**src/rtl/prio_enc_pkg.sv**
```systemverilog
// Shared constants and helpers for the registered priority request encoder.
// Imported by the interface, the picker and the top.
package prio_enc_pkg;

  localparam int MODE_FIXED = 0;
  localparam int MODE_RR    = 1;

  // Index width for n request lines; never narrower than one bit.
  function automatic int enc_w(input int n);
    return (n <= 2) ? 1 : $clog2(n);
  endfunction

endpackage

```
**src/rtl/prio_req_encoder_if.sv**
```systemverilog
// Output handshake bundle of prio_req_encoder.
// The encoder drives the master side, the consumer the slave side.
interface prio_req_encoder_if
  import prio_enc_pkg::*;
#(
  parameter int N = 8
);

  localparam int W = enc_w(N);

  logic         out_valid;
  logic         out_ready;
  logic [W-1:0] out_idx;

  modport master (
    output out_valid,
    output out_idx,
    input  out_ready
  );

  modport slave (
    input  out_valid,
    input  out_idx,
    output out_ready
  );

endinterface

```
**src/rtl/prio_pick.sv**
```systemverilog
// Combinational picker: highest set bit, or first set bit
// searching upward from start with wrap at N-1.
module prio_pick #(
  parameter int N = 8,
  parameter int W = 3
) (
  input  logic [N-1:0] vec,
  input  logic [W-1:0] start,
  input  logic         rr,
  output logic         any,
  output logic [W-1:0] idx
);

  int s;
  int d;
  int best;

  // Each set bit gets a distance; the smallest distance wins.
  always_comb begin
    idx  = '0;
    s    = int'(start);
    d    = 0;
    best = N;
    for (int i = 0; i < N; i++) begin
      if (rr) begin
        d = (i >= s) ? (i - s) : (i + N - s);
      end else begin
        d = N - 1 - i;
      end
      if (vec[i] && (d < best)) begin
        best = d;
        idx  = W'(i);
      end
    end
  end

  assign any = |vec;

endmodule

```
**src/rtl/prio_req_encoder.sv**
```systemverilog
// Sticky request capture with one pending index presented
// at a time on a valid/ready port, fixed or round-robin order.
module prio_req_encoder
  import prio_enc_pkg::*;
#(
  parameter int N       = 8,
  parameter int RR_MODE = MODE_FIXED
) (
  input  logic                 clk,
  input  logic                 rst,
  input  logic                 en,
  input  logic [N-1:0]         req,
  prio_req_encoder_if.master   out,
  output logic [N-1:0]         pending,
  output logic                 merged
);

  localparam int W     = enc_w(N);
  localparam bit IS_RR = (RR_MODE == MODE_RR);

  logic [N-1:0] pending_q, pending_d;
  logic         valid_q, valid_d;
  logic [W-1:0] idx_q, idx_d;
  logic [W-1:0] ptr_q, ptr_d;
  logic         merged_q, merged_d;

  logic         served;
  logic         load;
  logic [N-1:0] served_mask;
  logic [N-1:0] cand;
  logic [N-1:0] req_g;
  logic         pick_any;
  logic [W-1:0] pick_idx;

  assign served      = valid_q & out.out_ready;
  assign served_mask = {{(N-1){1'b0}}, served} << idx_q;
  assign cand        = pending_q & ~served_mask;
  assign req_g       = en ? req : '0;
  assign load        = ~valid_q | served;

  // Candidates exclude this cycle's requests: one cycle of latency.
  prio_pick #(
    .N (N),
    .W (W)
  ) u_pick (
    .vec   (cand),
    .start (ptr_q),
    .rr    (IS_RR),
    .any   (pick_any),
    .idx   (pick_idx)
  );

  assign pending_d = cand | req_g;
  assign merged_d  = |(req_g & cand);

  always_comb begin
    valid_d = valid_q;
    idx_d   = idx_q;
    unique case (1'b1)
      !load: begin
        valid_d = valid_q;
        idx_d   = idx_q;
      end
      load && pick_any: begin
        valid_d = 1'b1;
        idx_d   = pick_idx;
      end
      load && !pick_any: begin
        valid_d = 1'b0;
        idx_d   = '0;
      end
      default: begin
        valid_d = valid_q;
        idx_d   = idx_q;
      end
    endcase
  end

  always_comb begin
    ptr_d = ptr_q;
    if (IS_RR && served) begin
      ptr_d = (idx_q == W'(N - 1)) ? '0 : idx_q + W'(1);
    end
  end

  always_ff @(posedge clk or posedge rst) begin
    if (rst) begin
      pending_q <= '0;
      valid_q   <= 1'b0;
      idx_q     <= '0;
      ptr_q     <= '0;
      merged_q  <= 1'b0;
    end else begin
      pending_q <= pending_d;
      valid_q   <= valid_d;
      idx_q     <= idx_d;
      ptr_q     <= ptr_d;
      merged_q  <= merged_d;
    end
  end

  assign out.out_valid = valid_q;
  assign out.out_idx   = idx_q;
  assign pending       = pending_q;
  assign merged        = merged_q;

endmodule
```
**src/flat_wrapper.sv**
```systemverilog
// flat-port wrapper written by rule: the top's interface ports become plain ports
module prio_req_encoder_flat import prio_enc_pkg::*;
#(
  parameter int N       = 8,
  parameter int RR_MODE = MODE_FIXED
)
  (clk, rst, en, req, pending, merged, out_out_valid, out_out_idx, out_out_ready);
  prio_req_encoder_if #(.N(N)) out_i ();
  input  logic clk;
  input  logic rst;
  input  logic en;
  input  logic [N-1:0] req;
  output logic [N-1:0] pending;
  output logic merged;
  output wire logic [$bits(out_i.out_valid)-1:0] out_out_valid;
  output wire logic [$bits(out_i.out_idx)-1:0] out_out_idx;
  input wire logic [$bits(out_i.out_ready)-1:0] out_out_ready;
  assign out_out_valid = out_i.out_valid;
  assign out_out_idx = out_i.out_idx;
  assign out_i.out_ready = out_out_ready;
  prio_req_encoder #(.N(N), .RR_MODE(RR_MODE)) u_core (.clk(clk), .rst(rst), .en(en), .req(req), .out(out_i), .pending(pending), .merged(merged));
endmodule
```
**config.mk**
```make
export PLATFORM = sky130hd
export DESIGN_NAME = prio_req_encoder_flat
export DESIGN_NICKNAME = d
export VERILOG_FILES = /design/src/rtl/prio_enc_pkg.sv /design/src/rtl/prio_req_encoder_if.sv /design/src/rtl/prio_pick.sv /design/src/rtl/prio_req_encoder.sv /design/src/flat_wrapper.sv
export SDC_FILE = /design/constraint.sdc
export NUM_CORES = 1
export LEC_CHECK = 0
export ABC_AREA = 1
export BUFFER_PORTS_ARGS = -buffer_cell sky130_fd_sc_hd__buf_2
export CAP_MARGIN = 20
export CORE_MARGIN = 1
export CORE_UTILIZATION = 40
export CTS_BUF_LIST = sky130_fd_sc_hd__clkbuf_4 sky130_fd_sc_hd__clkbuf_8
export DETAILED_ROUTE_END_ITERATION = 8
export HOLD_SLACK_MARGIN = 0.05
export PLACE_DENSITY_LB_ADDON = 0.3
export SYNTH_ARGS = -nofsm -noshare
export SYNTH_HDL_FRONTEND = slang
export SYNTH_HIERARCHICAL = 1
export SYNTH_SLANG_ARGS = --single-unit
```
**constraint.sdc**
```tcl
create_clock -name clk -period 24.4 [get_ports clk]
set_input_delay 6.1 -clock clk [delete_from_list [all_inputs] [get_ports clk]]
set_output_delay 6.1 -clock clk [all_outputs]
set_load 0.01 [all_outputs]
```
After elaboration in Yosys (flattened, before gate mapping)

Index checks and enable logic that the tools add are counted.

Logic and storage cells: 49
Register bits: 13

Reduce and logical (&&, ||, !) cells: 13
Shift-type cells: 1
Muxes and demuxes: 17
Bitwise operators: 7
$lt $le $gt $ge: 7

Operator list:

| operator                                                              | number |
|---|---|
| 32-bit two-way mux                                                    | 6 |
| 4-bit by 32-bit < comparator with 1-bit output (first input constant) | 3 |
| 3-bit by 32-bit < comparator with 1-bit output (first input constant) | 2 |
| 1-bit by 32-bit < comparator with 1-bit output (first input constant) | 1 |
| 2-bit by 32-bit < comparator with 1-bit output (first input constant) | 1 |
| 3-bit two-way mux                                                     | 6 |
| 8-bit AND                                                             | 2 |
| 8-bit OR reduction                                                    | 2 |
| 1-bit logical AND                                                     | 9 |
| 8-bit two-way mux                                                     | 1 |
| 8-bit NOT                                                             | 1 |
| 8-bit OR                                                              | 1 |
| 1-bit by 3-bit left shift with 8-bit output                           | 1 |
| 3-bit case mux with 2 select lines                                    | 1 |
| 4-bit two-way mux                                                     | 1 |
| 1-bit case mux with 2 select lines                                    | 1 |
| 2-bit nonzero test                                                    | 1 |
| 1-bit AND                                                             | 1 |
| 1-bit logical NOT                                                     | 1 |
| 1-bit two-way mux                                                     | 1 |
| 1-bit NOT                                                             | 1 |
| 1-bit OR                                                              | 1 |

Logic depth before layout (Yosys ltp)

Gate-level depths: netlist of the first run.

Word-level depth: 27
Mapped depth: 86
Depth with buffers taken out: 83

Cells and area by module

The synthesis of the first run kept the hierarchy.

By module, submodules not included:

| module           | cells each | seq. area each (sq um) | instances | area each (sq um) |
|---|---|---|---|---|
| prio_pick        | 278        | 0.0                    | 1         | 1569.0 |
| prio_req_encoder | 92         | 325.3                  | 1         | 663.1 |

Worst setup path after synthesis of the first run

No wires, ideal clock.

Path type: input to register
Start: input out_out_ready
End: register u_core.idx_q[0], in the netlist u_core/out.out_idx[0]
Path slack: 10833 ps
Cell stages on the path: 67
Library setup time: 83 ps
Data arrival time: 13484 ps
Path through: nand2_1 -> nor2_2 -> nand3_1 -> nand2_1 -> inv_1 -> inv_1 -> a21oi_1 -> inv_1 -> o21ai_0 -> o21ai_0 -> ha_1 -> a21oi_1 -> nor3b_1 -> nand2_1 -> nand2_1 -> nand2_1 -> nand2_1 -> o21ai_0 -> [31 not listed] -> buf_2 -> o21ai_0 -> ha_1 -> inv_1 -> a211oi_1 -> nand2_1 -> nand2_2 -> nand2_4 -> nand2_1 -> o21ai_0 -> ha_1 -> nand2_1 -> nand2_1 -> nand2_1 -> nand3_2 -> nand2_1 -> nand3_1 -> o21ai_0

Cells in the longest elaborated chain, start to end: 27
Elaborated cells between the ends (all ways): 39
Those cells by class: order compare (7); shift (1); mux (15); bitwise (4); reduce/logical (12)

RTL lines:

| element                                        | line                   | RTL |
|---|---|---|
| from (decl)                                    | flat_wrapper.sv:17     | `input wire logic [$bits(out_i.out_ready)-1:0] out_out_ready;` |
| 1-bit AND *                                    | prio_req_encoder.sv:35 | `assign served = valid_q & out.out_ready;` |
| 1-bit by 3-bit left shift with 8-bit output *  | prio_req_encoder.sv:36 | `assign served_mask = {{(N-1){1'b0}}, served} << idx_q;` |
| 8-bit NOT *                                    | prio_req_encoder.sv:37 | `assign cand = pending_q & ~served_mask;` |
| 8-bit AND *                                    | prio_req_encoder.sv:37 |  |
| named net u_core.cand[0]                       | prio_req_encoder.sv:30 | `logic [N-1:0] cand;` |
| 4-bit two-way mux *                            | prio_pick.sv:30        | `if (vec[i] && (d < best)) begin` |
| 4-bit by 32-bit < comparator with 1-bit output | prio_pick.sv:30        |  |
| 1-bit logical AND                              | prio_pick.sv:30        |  |
| [13 not listed]                                | -                      |  |
| 2-bit by 32-bit < comparator with 1-bit output | prio_pick.sv:30        |  |
| 1-bit logical AND                              | prio_pick.sv:30        |  |
| 32-bit two-way mux                             | prio_pick.sv:30        |  |
| 1-bit by 32-bit < comparator with 1-bit output | prio_pick.sv:30        |  |
| 1-bit logical AND                              | prio_pick.sv:30        |  |
| 3-bit two-way mux *                            | prio_pick.sv:30        |  |
| named net u_core.pick_idx[0]                   | prio_req_encoder.sv:33 | `logic [W-1:0] pick_idx;` |
| 3-bit case mux with 2 select lines *           | prio_req_encoder.sv:59 | `unique case (1'b1)` |
| to (signal assigned)                           | prio_req_encoder.sv:96 | `idx_q <= idx_d;` |
| to (decl)                                      | prio_req_encoder.sv:23 | `logic [W-1:0] idx_q, idx_d;` |

The timed path passes the listed nets; every way through them passes the cells marked *.
A chain may end at the register's enable or synchronous reset.

Final worst setup path of the first run

Start: input out_out_ready
End: register u_core.idx_q[1], in the netlist u_core/out.out_idx[1]

Cells in the longest elaborated chain, start to end: 27
Elaborated cells between the ends (all ways): 38
Those cells by class: order compare (7); shift (1); mux (14); bitwise (4); reduce/logical (12)

RTL lines:

| element                                        | line |
|---|---|
| 1-bit AND *                                    | prio_req_encoder.sv:35 |
| 1-bit by 3-bit left shift with 8-bit output *  | prio_req_encoder.sv:36 |
| 8-bit NOT *                                    | prio_req_encoder.sv:37 |
| 8-bit AND *                                    | prio_req_encoder.sv:37 |
| named net u_core.cand[0]                       | prio_req_encoder.sv:30 |
| 4-bit two-way mux *                            | prio_pick.sv:30 |
| 4-bit by 32-bit < comparator with 1-bit output | prio_pick.sv:30 |
| 1-bit logical AND                              | prio_pick.sv:30 |
| [13 not listed]                                | - |
| 2-bit by 32-bit < comparator with 1-bit output | prio_pick.sv:30 |
| 1-bit logical AND                              | prio_pick.sv:30 |
| 32-bit two-way mux                             | prio_pick.sv:30 |
| 1-bit by 32-bit < comparator with 1-bit output | prio_pick.sv:30 |
| 1-bit logical AND                              | prio_pick.sv:30 |
| 3-bit two-way mux *                            | prio_pick.sv:30 |
| named net u_core.pick_idx[1]                   | prio_req_encoder.sv:33 |
| 3-bit case mux with 2 select lines *           | prio_req_encoder.sv:59 |

Marks and branches as above.

==> impl_metrics.py, run 1 <==
metrics = {
    "clock_network": {
        "cts_root_buffer": "clkbuf_8",
        "path_clk_slew_ns": 0.05,
        "cts_setup_buffers": 0,
        "cts_made_buffers": 3,
        "cts_tree": "yes",
        "htree_levels": 1,
        "cts_hold_buffers": 0,
        "clockBufferDepth": 2,
        "ctsResizeCount": 0,
        "cts_sinks": 13,
        "clkLatencyLatePin_ns": 0.25,
    },
    "synthesis": {
        "yosysSeqAreaShare_pct": 14.6,
        "yosysMostFrequentCell": "nand2_1",
        "yosysTopAreaCellShare_pct": 21.9,
        "yosysUniqueCellTypes": 29,
        "ys.flop_type": "dfrtp_1",
        "synth_largest_area_cell": "ha_1",
        "yosys_warnings": 6,
        "synth_common_cells": "126 x nand2_1, 68 x inv_1, 39 x ha_1",
        "syn_area_per_cell_um2": 6.03,
        "syn-instance-count": 370,
        "async_flop_share_pct": 100,
        "synth_edf_count": 0,
        "synth_seq_cells": 13,
        "netlist_area_um2": 2230,
        "ys_top_cells_by_area": "ha_1 22%, nand2_1 21%, dfrtp_1 15%",
    },
    "timing": {
        "worst_slack_ns": 9.67,
        "hold_viol": 0,
        "worst_slew_pin_slew_ns": 0.540,
        "skew_ns": 0.00452,
        "slew_violations": 0,
        "fin_worst_hold_slack_ns": 0.522,
        "grt_setup_unrepaired": "no",
        "fin_crit_sh_pct": 60.4,
        "setup_viol": 0,
        "max_clock_freq_ghz": 0.0679,
        "maxSlewHeadroom_pct": 63.1,
        "min_period_ns": 14.73,
        "fin_tns_setup_ns": 0,
    },
    "global_routing": {
        "antenna_found_initial": 0,
        "grt_pass1_vias": 2093,
        "grt_util_all_layers_pct": 17.8,
        "grt_max_degree": 14,
        "gr-total-overflow": 0,
        "grt_pass1_wl_mm": 8.72,
    },
    "worst_setup_path": {
        "cpPeakStageDelay_ns": 0.54,
        "reg2reg_depth": 60,
        "crit_family": "compound AO/OA/AOI/OAI gates",
        "crit_buf_inv": 8,
        "critPathMostFrequentCell": "nand2_1",
        "worst_ep_required_time_ns": 24.56,
        "worst_setup_path_start_kind": "input pin",
        "crit_arrival_ns": 14.90,
        "path_depth": 62,
        "crit_path_top_delay_cell": "a2111oi_0",
        "critPathCaptureType": "flop",
        "worstPathMaxFanout": 13,
        "crit_type": "in2reg",
    },
    "placement": {
        "gp_congestion": 0.870,
        "place_ws_ns": 9.55,
        "dp_hpwl_mm": 4.14,
        "io_buffers": 24,
    },
    "cells_and_area": {
        "fill_cells": 571,
        "final_nets": 464,
        "syn_to_final_growth_pct": 13.0,
        "multi_input_area_um2": 1670,
        "ff_latch_area_um2": 325,
        "diodes": 0,
        "final_util_pct": 48.2,
        "final_layout_size_suffix_gt1_share_pct": 11.7,
    },
    "route": {
        "postRouteAntennaNets": 0,
        "dr.pass1.iters": 4,
        "vias_per_cell": 4.65,
        "drtIter0Drc": 83,
        "wl_per_cell_um": 9.91,
        "drt-total-wl_mm": 4.78,
        "post-route-drc-count": 0,
        "route.vias.total": 2239,
    },
    "floorplan": {
        "fp.dieW_um": 76.7,
        "die_area_um2": 5880,
        "initial_core_util_pct": 42.6,
        "ios": 25,
        "core_area_um2": 5240,
        "die_height_um": 76.7,
        "fp-row-count": 26,
    },
    "flow_run": {
        "drv_cap": 0,
    },
    "hold_path": {
        "worstHoldPathCells": 2,
        "min-delay-path-class": "reg2reg",
    },
    "run_status": {
        "status": "finished, final reports clean",
    },
}
## flip-flops by register name, indices dropped and copies added, names as in the netlist
name	flops
u_core/merged	1
u_core/out.out_idx	3
u_core/out.out_valid	1
u_core/pending	8
## metal layers
layer / up-vias / wire [µm] / part of all wire [%] / track usage [%]
li1: 1234 / - / - / -
met1: 974 / 2420 / 51 / 23.4
met2: 26 / 2210 / 46 / 31.5
met3: 5 / 122 / 2.6 / 2.14
met4: 0 / 24 / 0.50 / 2.31
met5: - / 0 / 0 / 0
## final timing paths
check | start | endpoint | slack [ns]
hold / removal | u_core/pending[6] | u_core/pending[6] | 0.52
min in group asynchronous | rst | u_core/pending[5] | 5.88
setup / recovery | out_out_ready | u_core/out.out_idx[1] | 9.67
setup reg to reg | u_core/out.out_idx[1] | u_core/out.out_idx[1] | 15.21
hold reg to reg | u_core/pending[6] | u_core/pending[6] | 0.52
max in group asynchronous | rst | u_core/out.out_valid | 18.17
## metrics by stage
stage | area (µm²) | cells
after floorplan | 2310 | 390
after global placement | 2470 | 478
after detailed placement | 2470 | 478
after CTS | 2520 | 482
after global routing | 2520 | 482
final | 2520 | 482
## cell type report
type	instances	area share, %
multi-input combinational	299	66.2
sequential	13	12.9
inverter	72	10.7
timing repair buffer	24	4.76
tap	70	3.47
clock buffer	4	1.93
## cell usage in the layout, fill, tap and decap left out, drive strengths merged
| cell type | instances |
|---|---|
| nor4 | 2 |
| o21a | 1 |
| o21ai | 25 |
| clkbuf | 4 |
| nor3b | 1 |
| buf | 24 |
| o21bai | 1 |
| a211oi | 1 |
| conb | 22 |
| a21oi | 8 |
| nor2 | 21 |
| a2111oi | 4 |
| nand4 | 1 |
| nand3b | 3 |
| o211ai | 1 |
| inv | 72 |
| nand3 | 33 |
| dfrtp | 13 |
| a21boi | 1 |
| nand2 | 135 |
| ha | 39 |
## worst min-delay path: cells and delay by family, from the launching register on
kind | cells | cell delay [ns]
flip-flops | 1 | 0.36
AND/OR/NAND/NOR | 2 | 0.12
## cell families after synthesis
logic type | synth area share, %
AND/OR/NAND/NOR | 38.3
other | 0.336
buffers and inverters | 14.0
flip-flops | 14.6
adder cells (fa/ha/maj) | 21.9
AO/OA/AOI/OAI | 11.0
Power of run 1 is left out: the tool's default activity adds up to more than one toggle a clock period on the data nets, which glitch-free logic cannot reach.
==> run 2: changes to the inputs <==
Settings changed: ABC_AREA 1 to 0.
Clock period 24.4 ns to 15.3 ns, I/O delays scaled along.
==> run 2 against run 1 <==
- clock-buffer cell count shrank 1
- critical endpoint is now u_core/out.out_idx[0]
- register-to-register slack lost 11 ns
- non-clock buffer count grew 2
==> impl_metrics.py, run 2 <==
metrics = {
    "synthesis": {
        "synthSimpleGateAreaFrac_pct": 26.1,
        "synth-compound-area-share_pct": 31.6,
        "ys_top_cells_by_area": "ha_1 19%, dfrtp_1 12%, nand2_1 6.0%",
        "yosysTopAreaCellShare_pct": 18.5,
        "yosysSeqAreaShare_pct": 12.4,
        "yosysMostFrequentCell": "nand2_1",
        "synth_common_cells": "42 x nand2_1, 39 x ha_1, 29 x inv_1",
        "synth_xor_area_share_pct": 0,
        "synth_edf_count": 0,
        "syn_area_per_cell_um2": 7.65,
        "syn-instance-count": 344,
        "synth_seq_cells": 13,
        "yosysUniqueCellTypes": 73,
        "netlist_area_um2": 2630,
        "synthAdderAreaFrac_pct": 18.5,
        "synth_mux_area_share_pct": 4.04,
        "async_flop_share_pct": 100,
        "yosys_warnings": 6,
        "ys.flop_type": "dfrtp_1",
        "synth_top_family_by_area": "compound AO/OA/AOI/OAI gates",
        "synth_largest_area_cell": "ha_1",
    },
    "floorplan": {
        "initial_core_util_pct": 41.4,
        "fp-row-count": 29,
        "die_area_um2": 6910,
        "fp.dieW_um": 83.1,
        "ios": 25,
        "die_height_um": 83.1,
        "core_area_um2": 6350,
    },
    "power": {
        "p_leak_uw": 0.00139,
        "clockPowerShare_pct": 4.7,
        "p_comb_share_pct": 86.2,
        "cellPowerDensity_nw_per_um2": 228,
        "internal-power_uw": 302,
        "p_switching_uw": 371,
        "seqPwrFrac_pct": 9.1,
        "ir_worst_vdd_uv": 147,
        "swShare_pct": 55.1,
    },
    "worst_setup_path": {
        "critPathCaptureType": "flop",
        "crit_type": "in2reg",
        "crit_path_top_delay_cell": "mux2_2",
        "cpPeakStageDelay_ns": 0.36,
        "crit_arrival_ns": 14.58,
        "worstPathMaxFanout": 12,
        "worst_setup_path_start_kind": "input pin",
        "worst_ep_required_time_ns": 15.47,
        "critPathMostFrequentCell": "ha_1",
        "r2r_slack_ns": 4.14,
    },
    "global_routing": {
        "grt_pass1_vias": 2472,
        "grt_util_all_layers_pct": 20.1,
        "grt_pass1_wl_mm": 11.6,
        "gr-total-overflow": 0,
        "antenna_found_initial": 0,
        "grt_max_degree": 14,
    },
    "timing": {
        "slew_violations": 0,
        "max_clock_freq_ghz": 0.0694,
        "setup_viol": 0,
        "hold_viol": 0,
        "grt_setup_unrepaired": "no",
        "skew_ns": 0.00252,
        "fin_tns_setup_ns": 0,
        "worst_slew_pin_slew_ns": 0.832,
        "min_period_ns": 14.41,
        "maxSlewHeadroom_pct": 44.4,
        "fin_crit_sh_pct": 94.2,
    },
    "clock_network": {
        "cts_setup_buffers": 0,
        "clockBufferDepth": 2,
        "cts_sinks": 13,
        "cts_tree": "yes",
        "cts_made_buffers": 3,
        "path_clk_slew_ns": 0.06,
        "ctsResizeCount": 0,
        "cts_root_buffer": "clkbuf_8",
        "htree_levels": 1,
        "clkLatencyLatePin_ns": 0.25,
        "cts_hold_buffers": 0,
    },
    "cells_and_area": {
        "final_nets": 442,
        "instances_no_fill": 467,
        "ff_latch_area_um2": 325,
        "syn_to_final_growth_pct": 12.2,
        "diodes": 0,
        "multi_input_area_um2": 2230,
        "finalInstanceArea_um2": 2950,
        "fill_cells": 633,
        "most-common-layout-cells": "42 x nand2_1, 39 x ha_1, 30 x conb_1, 29 x inv_1, 24 x buf_2",
        "final_common_cell": "nand2_1",
        "largest_reg_flops": 8,
        "final_layout_size_suffix_gt1_share_pct": 14.1,
    },
    "route": {
        "vias_per_cell": 5.75,
        "postRouteAntennaNets": 0,
        "drt-total-wl_mm": 6.81,
        "dr.pass1.iters": 5,
        "route.vias.total": 2685,
        "drtIter0Drc": 266,
        "wl_per_cell_um": 14.6,
        "post-route-drc-count": 0,
    },
    "hold_path": {
        "min-delay-path-class": "reg2reg",
    },
    "placement": {
        "post-place-cells": 463,
        "dp_hpwl_mm": 5.60,
        "io_buffers": 24,
        "placed_cell_area_um2": 2900,
        "gp_congestion": 0.930,
    },
    "run_status": {
        "status": "finished, final reports clean",
    },
    "flow_run": {
        "drv_cap": 0,
    },
}
run 2: final cells by class:
| class | count | area share (%) |
|---|---|---|
| Sequential cell | 13 | 11.0 |
| Inverter | 31 | 3.98 |
| Clock inverter | 1 | 0.169 |
| Timing Repair Buffer | 26 | 4.58 |
| Multi-Input combinational cell | 316 | 75.6 |
| Tap cell | 77 | 3.26 |
| Clock buffer | 3 | 1.40 |
run 2: critical path: cells and delay by family:
kind                     cells  cell delay [ns]
AND/OR/NAND/NOR             20             3.00
adder cells (fa/ha/maj)      7             1.80
AO/OA/AOI/OAI               25             5.01
buffers and inverters        2             0.18
multiplexers                 2             0.72
run 2: stage by stage:
stage                     util (%)  power (µW)  hold slack [ns]  setup WS [ns]
after floorplan                  -         513            0.540           1.78
after global placement        45.6         610            0.514          0.519
after detailed placement      45.6         615            0.531          0.369
after CTS                     46.4         649            0.546          0.566
after global routing          46.5         738            0.602         0.0249
final                         46.5         673            0.543          0.886
run 2: power by group through the flow:
stage	Sequential [µW]	Combinational [µW]	Clock, µW
after floorplan	65.7	447	0
after global placement	61.5	548	0
after detailed placement	61.7	553	0
after CTS	61.2	555	32.0
after global routing	63.9	641	33.7
final	61.3	580	31.3
run 2: final timing paths:
path,endpoint,start,depth (start not counted)
min reg2reg,u_core/out.out_idx[2],u_core/out.out_idx[2],2
min in group asynchronous,u_core/merged,rst,2
max,u_core/out.out_idx[0],out_out_ready,56
max in group asynchronous,u_core/out.out_idx[2],rst,2
max reg2reg,u_core/out.out_idx[0],u_core/out.out_valid,55
min,u_core/out.out_idx[2],u_core/out.out_idx[2],2
run 2: logic make-up after synthesis:
group / after synthesis
mux: 8
buf+inv: 43
fa+ha+maj: 39
compound gates: 107
simple gates: 132
other cells: 2
flops: 13
run 2: layer usage:
metal	track usage (%)	wire length, µm	part of all wire [%]
met5	0	0	0
met4	4.55	90	1.3
met3	1.89	345	5.1
met2	33.1	3160	46
met1	28.3	3210	47
No activity file was read; power rests on OpenSTA's default activity.
